<file path="src/rtl/pal_loader_if.sv">
// Byte-stream download handshake between the palette downloader (master) and pal_loader (slave).
interface pal_loader_if;
  logic       dl_active;
  logic       dl_wr;
  logic [7:0] dl_data;
  logic       dl_wait;

  modport master (output dl_active, output dl_wr, output dl_data, input dl_wait);
  modport slave  (input dl_active, input dl_wr, input dl_data, output dl_wait);
endinterface

</file>
<file path="src/rtl/pal_loader.sv">
// Packs downloaded RGB888 triplets into BGR555 words and schedules palette RAM writes.
// Optional vblank write gating is compiled in with PAL_LOADER_VBLANK_GATE_EN.
//
// state      | meaning
// -----------+-----------------------------------------------------------
// ST_IDLE    | no download since reset; waiting for dl_active rise
// ST_COLLECT | accepting R,G,B bytes into staging registers
// ST_PENDING | packed word held; dl_wait high until its write completes
// ST_DONE    | download finished; done=1 until the next dl_active rise
module pal_loader #(
  parameter int MAX_ENTRIES = 64
) (
  input  logic              clk,
  input  logic              reset,
  pal_loader_if.slave       dl,
  input  logic              vblank,
  output logic              load_color,
  output logic [5:0]        load_color_index,
  output logic [14:0]       load_color_data,
  output logic              busy,
  output logic              done,
  output logic [6:0]        entries_loaded
);

  localparam logic [1:0] ST_IDLE    = 2'd0;
  localparam logic [1:0] ST_COLLECT = 2'd1;
  localparam logic [1:0] ST_PENDING = 2'd2;
  localparam logic [1:0] ST_DONE    = 2'd3;

  localparam logic [6:0] MAX_CNT = 7'(MAX_ENTRIES);

  logic [1:0]  state_q, state_d;
  logic        act_q, act_prev_q;
  logic [1:0]  phase_q, phase_d;
  logic [4:0]  r_q, r_d;
  logic [4:0]  g_q, g_d;
  logic [5:0]  pend_idx_q, pend_idx_d;
  logic [14:0] pend_data_q, pend_data_d;
  logic        wr_q, wr_d;
  logic [5:0]  idx_q, idx_d;
  logic [14:0] data_q, data_d;
  logic        busy_q, busy_d;
  logic        done_q, done_d;
  logic [6:0]  cnt_q, cnt_d;
  logic        gate_ok;
  logic        start;

`ifdef PAL_LOADER_VBLANK_GATE_EN
  logic vblank_q;

  // Registered vblank: a write only launches after an edge that saw vblank high.
  always_ff @(posedge clk or posedge reset) begin
    if (reset) vblank_q <= 1'b0;
    else       vblank_q <= vblank;
  end

  assign gate_ok = vblank_q;
`else
  logic unused_vblank;
  assign unused_vblank = vblank;
  assign gate_ok       = 1'b1;
`endif

  assign start = act_q & ~act_prev_q;

  always_comb begin
    state_d     = state_q;
    phase_d     = phase_q;
    r_d         = r_q;
    g_d         = g_q;
    pend_idx_d  = pend_idx_q;
    pend_data_d = pend_data_q;
    wr_d        = wr_q;
    idx_d       = idx_q;
    data_d      = data_q;
    busy_d      = busy_q;
    done_d      = done_q;
    cnt_d       = cnt_q;

    case (state_q)
      ST_IDLE, ST_DONE: begin
        if (start) begin
          state_d = ST_COLLECT;
          phase_d = 2'd0;
          cnt_d   = 7'd0;
          done_d  = 1'b0;
          busy_d  = 1'b1;
        end
      end

      ST_COLLECT: begin
        if (!act_q) begin
          // Partial R / R,G staging is simply abandoned.
          state_d = ST_DONE;
          phase_d = 2'd0;
          busy_d  = 1'b0;
          done_d  = 1'b1;
        end else if (dl.dl_wr) begin
          case (phase_q)
            2'd0: begin
              r_d     = dl.dl_data[7:3];
              phase_d = 2'd1;
            end
            2'd1: begin
              g_d     = dl.dl_data[7:3];
              phase_d = 2'd2;
            end
            default: begin
              phase_d = 2'd0;
              if (cnt_q < MAX_CNT) begin
                pend_data_d = {dl.dl_data[7:3], g_q, r_q};
                pend_idx_d  = cnt_q[5:0];
                state_d     = ST_PENDING;
              end
            end
          endcase
        end
      end

      ST_PENDING: begin
        if (wr_q) begin
          wr_d  = 1'b0;
          cnt_d = cnt_q + 7'd1;
          if (act_q) begin
            state_d = ST_COLLECT;
          end else begin
            state_d = ST_DONE;
            busy_d  = 1'b0;
            done_d  = 1'b1;
          end
        end else if (gate_ok) begin
          wr_d   = 1'b1;
          idx_d  = pend_idx_q;
          data_d = pend_data_q;
        end
      end

      default: state_d = ST_IDLE;
    endcase
  end

  always_ff @(posedge clk or posedge reset) begin
    if (reset) begin
      state_q     <= ST_IDLE;
      act_q       <= 1'b0;
      act_prev_q  <= 1'b0;
      phase_q     <= 2'd0;
      r_q         <= 5'd0;
      g_q         <= 5'd0;
      pend_idx_q  <= 6'd0;
      pend_data_q <= 15'd0;
      wr_q        <= 1'b0;
      idx_q       <= 6'd0;
      data_q      <= 15'd0;
      busy_q      <= 1'b0;
      done_q      <= 1'b0;
      cnt_q       <= 7'd0;
    end else begin
      state_q     <= state_d;
      act_q       <= dl.dl_active;
      act_prev_q  <= act_q;
      phase_q     <= phase_d;
      r_q         <= r_d;
      g_q         <= g_d;
      pend_idx_q  <= pend_idx_d;
      pend_data_q <= pend_data_d;
      wr_q        <= wr_d;
      idx_q       <= idx_d;
      data_q      <= data_d;
      busy_q      <= busy_d;
      done_q      <= done_d;
      cnt_q       <= cnt_d;
    end
  end

  assign dl.dl_wait        = (state_q == ST_PENDING);
  assign load_color        = wr_q;
  assign load_color_index  = idx_q;
  assign load_color_data   = data_q;
  assign busy              = busy_q;
  assign done              = done_q;
  assign entries_loaded    = cnt_q;

endmodule

</file>
<file path="src/flat_wrapper.sv">
// flat-port wrapper written by rule: the top's interface ports become plain ports
module pal_loader_flat 
#(
  parameter int MAX_ENTRIES = 64
)
  (clk, reset, vblank, load_color, load_color_index, load_color_data, busy, done, entries_loaded, dl_dl_active, dl_dl_wr, dl_dl_data, dl_dl_wait);
  pal_loader_if dl_i ();
  input  logic clk;
  input  logic reset;
  input  logic vblank;
  output logic load_color;
  output logic [5:0] load_color_index;
  output logic [14:0] load_color_data;
  output logic busy;
  output logic done;
  output logic [6:0] entries_loaded;
  input wire logic [$bits(dl_i.dl_active)-1:0] dl_dl_active;
  input wire logic [$bits(dl_i.dl_wr)-1:0] dl_dl_wr;
  input wire logic [$bits(dl_i.dl_data)-1:0] dl_dl_data;
  output wire logic [$bits(dl_i.dl_wait)-1:0] dl_dl_wait;
  assign dl_i.dl_active = dl_dl_active;
  assign dl_i.dl_wr = dl_dl_wr;
  assign dl_i.dl_data = dl_dl_data;
  assign dl_dl_wait = dl_i.dl_wait;
  pal_loader #(.MAX_ENTRIES(MAX_ENTRIES)) u_core (.clk(clk), .reset(reset), .dl(dl_i), .vblank(vblank), .load_color(load_color), .load_color_index(load_color_index), .load_color_data(load_color_data), .busy(busy), .done(done), .entries_loaded(entries_loaded));
endmodule
</file>
<file path="config.mk">
export PLATFORM = sky130hd
export DESIGN_NAME = pal_loader_flat
export DESIGN_NICKNAME = d
export VERILOG_FILES = /design/src/rtl/pal_loader_if.sv /design/src/rtl/pal_loader.sv /design/src/flat_wrapper.sv
export SDC_FILE = /design/constraint.sdc
export NUM_CORES = 1
export LEC_CHECK = 0
export CORE_MARGIN = 2
export CORE_UTILIZATION = 35
export CTS_CLUSTER_DIAMETER = 80
export CTS_CLUSTER_SIZE = 10
export DETAILED_ROUTE_END_ITERATION = 10
export PLACE_DENSITY = 0.55
export SLEW_MARGIN = 10
export SYNTH_ARGS = -nofsm -noshare
export SYNTH_HDL_FRONTEND = slang
export SYNTH_SLANG_ARGS = --single-unit
</file>
<file path="constraint.sdc">
create_clock -name clk -period 3.1 [get_ports clk]
set_clock_uncertainty 0.2 [all_clocks]
set_input_delay 0.31 -clock clk [delete_from_list [all_inputs] [get_ports clk]]
set_output_delay 0.31 -clock clk [all_outputs]
set_load 0.01 [all_outputs]
</file>
==> metrics.cfg <==
[drt]
ant_nets=0
drtIter0Drc=40
vias=1649
drc=0
wire_per_inst_um=14.05
dr.pass1.iters=4
wl_um=4902
drt-vias-per-instance=4.725

[global_route]
grt_max_degree=32
overflow=0
grt_pass1_wl_um=8245
grt_pass1_vias=1664
gr-usage-all-layers_pct=12.65
antenna_found_initial=0

[final_layout]
final_common_cell=dfrtp_1
nNetsFinal=259
drive_above_1_share_pct=29.96
layout_common_cells=68 x dfrtp_1, 55 x mux2_2, 40 x clkdlybuf4s50_1
finish.cell_count_without_fillers=349
antenna_cells=0
finish.utilization_pct=44.76
area_growth_pct=24.70

[setup_path]
cp_max_fo=14
crit_chain=inv_1 -> ha_1 -> nor2b_4 -> a211o_1 -> or4_1 -> a21oi_1
crit_required_ns=3.16
rr_startpoint=u_core.state_q[0]
cp-end-kind=flip-flop
worstReg2RegEnd=u_core.entries_loaded[6]
critical_path_arrival_ns=2.47
max_stage_delay_ns=0.54
critPathSlowestCell=or4_1
crit_path_start_kind=flip-flop
regToRegSetupSlack_ns=0.69
r2r_cells=6
path_class=flip-flop to flip-flop

[timing]
hold_violations=0
slew_viol_final=0
rsz0062_at_grt=false
tns_ns=0
worst_pin_slew_ns=0.6538
min_period_ns=2.409
fmax_ghz=0.4152
post-route-period-util_pct=77.70
slew_headroom_pct=56.35
finalSetupViolations=0

[placed_design]
gp_congestion=0.7547
numPortBuffers=40
hpwl_um=3285
placed_cells=333

[run_status]
status=finished clean

[floorplanning]
start_util_pct=35.90
die_height_um=92.56
coreArea_um2=7647
rows=32
die-area_um2=8567
dieWidth_um=92.56
io_pins=45

[synthesis]
synth_seq_cells=68
seq_area_frac_synth_pct=61.99
synth-warning-count=0
avgSynthCellArea_um2=14.15
synth_cell_types=28
synth_nets=211
syn_inst=194
synthesis.area_um2=2745

[power_and_ir_drop]
p_per_area_nw_per_um2=778.0
power_mw=2.663
irDropWorstVdd_mv=0.3422
p_leak_nw=1.568

[worst_hold_path]
min_path_type=input port to asynchronous set/reset pin

[clocking]
cts_tree=done
cts.reportedPaths.clkPinSlew_ns=0.07
htreeDepth=3
cts-root-buf=clkbuf_8
post_cts_buffers=0
clockBufferDepth=2
cts_resized=0
cts_buffers=9
clock_sinks=68
ctsHoldBuffers=0
clock_latency_ns=0.34

[run]
cap_viol_max_count=0

-- kinds of logic after synthesis --
kind of cell             synth area share [%]
flip-flops                              61.99
multiplexers                            22.56
AND/OR/NAND/NOR                         6.245
AO/OA/AOI/OAI                           4.284
buffers and inverters                   2.461
adder cells (fa/ha/maj)                 1.823
XOR/XNOR                               0.6382
-- flip-flops by register name (all words and copies together), names as in the netlist, 2 cells and up --
register,cells
u_core.phase_q,2
u_core.load_color_index,6
u_core.entries_loaded,7
u_core.state_q,2
u_core.load_color_data,15
u_core.pend_data_q,15
u_core.pend_idx_q,6
u_core.g_q,5
u_core.r_q,5
-- cell type report --
cell class / instances / area (um^2)
Clock buffer: 14 / 152.6
Fill cell: 705 / 4224
Multi-Input combinational cell: 113 / 978.4
Clock inverter: 2 / 10.01
Timing Repair Buffer: 44 / 430.4
Inverter: 6 / 22.52
Tap cell: 102 / 127.6
Sequential cell: 68 / 1702
-- synthesized netlist by cell type, drive strengths merged --
master / instances / area [um^2]
dfrtp: 68 / 1702
mux2: 55 / 619.3
nand2: 7 / 26.28
nor2: 7 / 26.28
a21oi: 6 / 30.03
inv: 6 / 22.52
o21ai: 6 / 30.02
buf: 5 / 37.53
nand3: 5 / 25.02
ha: 4 / 50.05
nor3: 4 / 20.02
nand2b: 3 / 18.77
clkbuf: 2 / 7.510
o31ai: 2 / 15.01
or3: 2 / 12.51
or4: 2 / 15.01
a2111oi: 1 / 8.760
a211o: 1 / 8.760
a2bb2oi: 1 / 8.760
a311oi: 1 / 8.760
and2: 1 / 6.260
nand3b: 1 / 7.510
nor2b: 1 / 13.76
o21a: 1 / 7.510
xnor2: 1 / 8.760
xor2: 1 / 8.760
-- worst max-delay path by stage --
| stage | start | to | slack [ns] | depth (start not counted) |
|---|---|---|---|---|
| after floorplan | reset | u_core.act_prev_q | 0.88 | 1 |
| after global routing | u_core.state_q[0] | u_core.entries_loaded[5] | 0.57 | 6 |
| after CTS | u_core.state_q[0] | u_core.entries_loaded[6] | 0.68 | 6 |
| after detailed placement | u_core.state_q[0] | u_core.entries_loaded[6] | 0.73 | 6 |
| after global placement | u_core.state_q[0] | u_core.entries_loaded[5] | 0.73 | 6 |
| final | u_core.state_q[0] | u_core.entries_loaded[6] | 0.69 | 6 |
-- through the flow --
step,cell area (um^2),worst slack (ns),hold slack [ns]
global route,3423,0.5702,0.2049
detailed placement,3261,0.7268,0.2870
global placement,3261,0.7315,0.2769
floorplan,2745,0.8785,0.1414
CTS,3423,0.6803,0.1902
finish,3423,0.6914,0.1807
-- critical path: cells and delay by family, from the launching register on --
family                     cells  cell delay (ns)
and+or+nand+nor                2             0.78
AOI/OAI and AO/OA              2             0.58
DFF                            1             0.40
adders and majority gates      1             0.31
buffers and inverters          1             0.06
-- routing by layer --
metal,GRT usage [%],share of wire (%)
met1,17.67,50
met2,17.76,44
met3,4.312,3.9
met4,5.597,1.3
met5,0,0
-- power by group --
group	internal, mW	total (mW)	switching, mW
Sequential	1.11	1.24	0.124
Clock	0.311	0.623	0.312
Combinational	0.451	0.805	0.355
No activity file was read; power rests on OpenSTA's default activity.
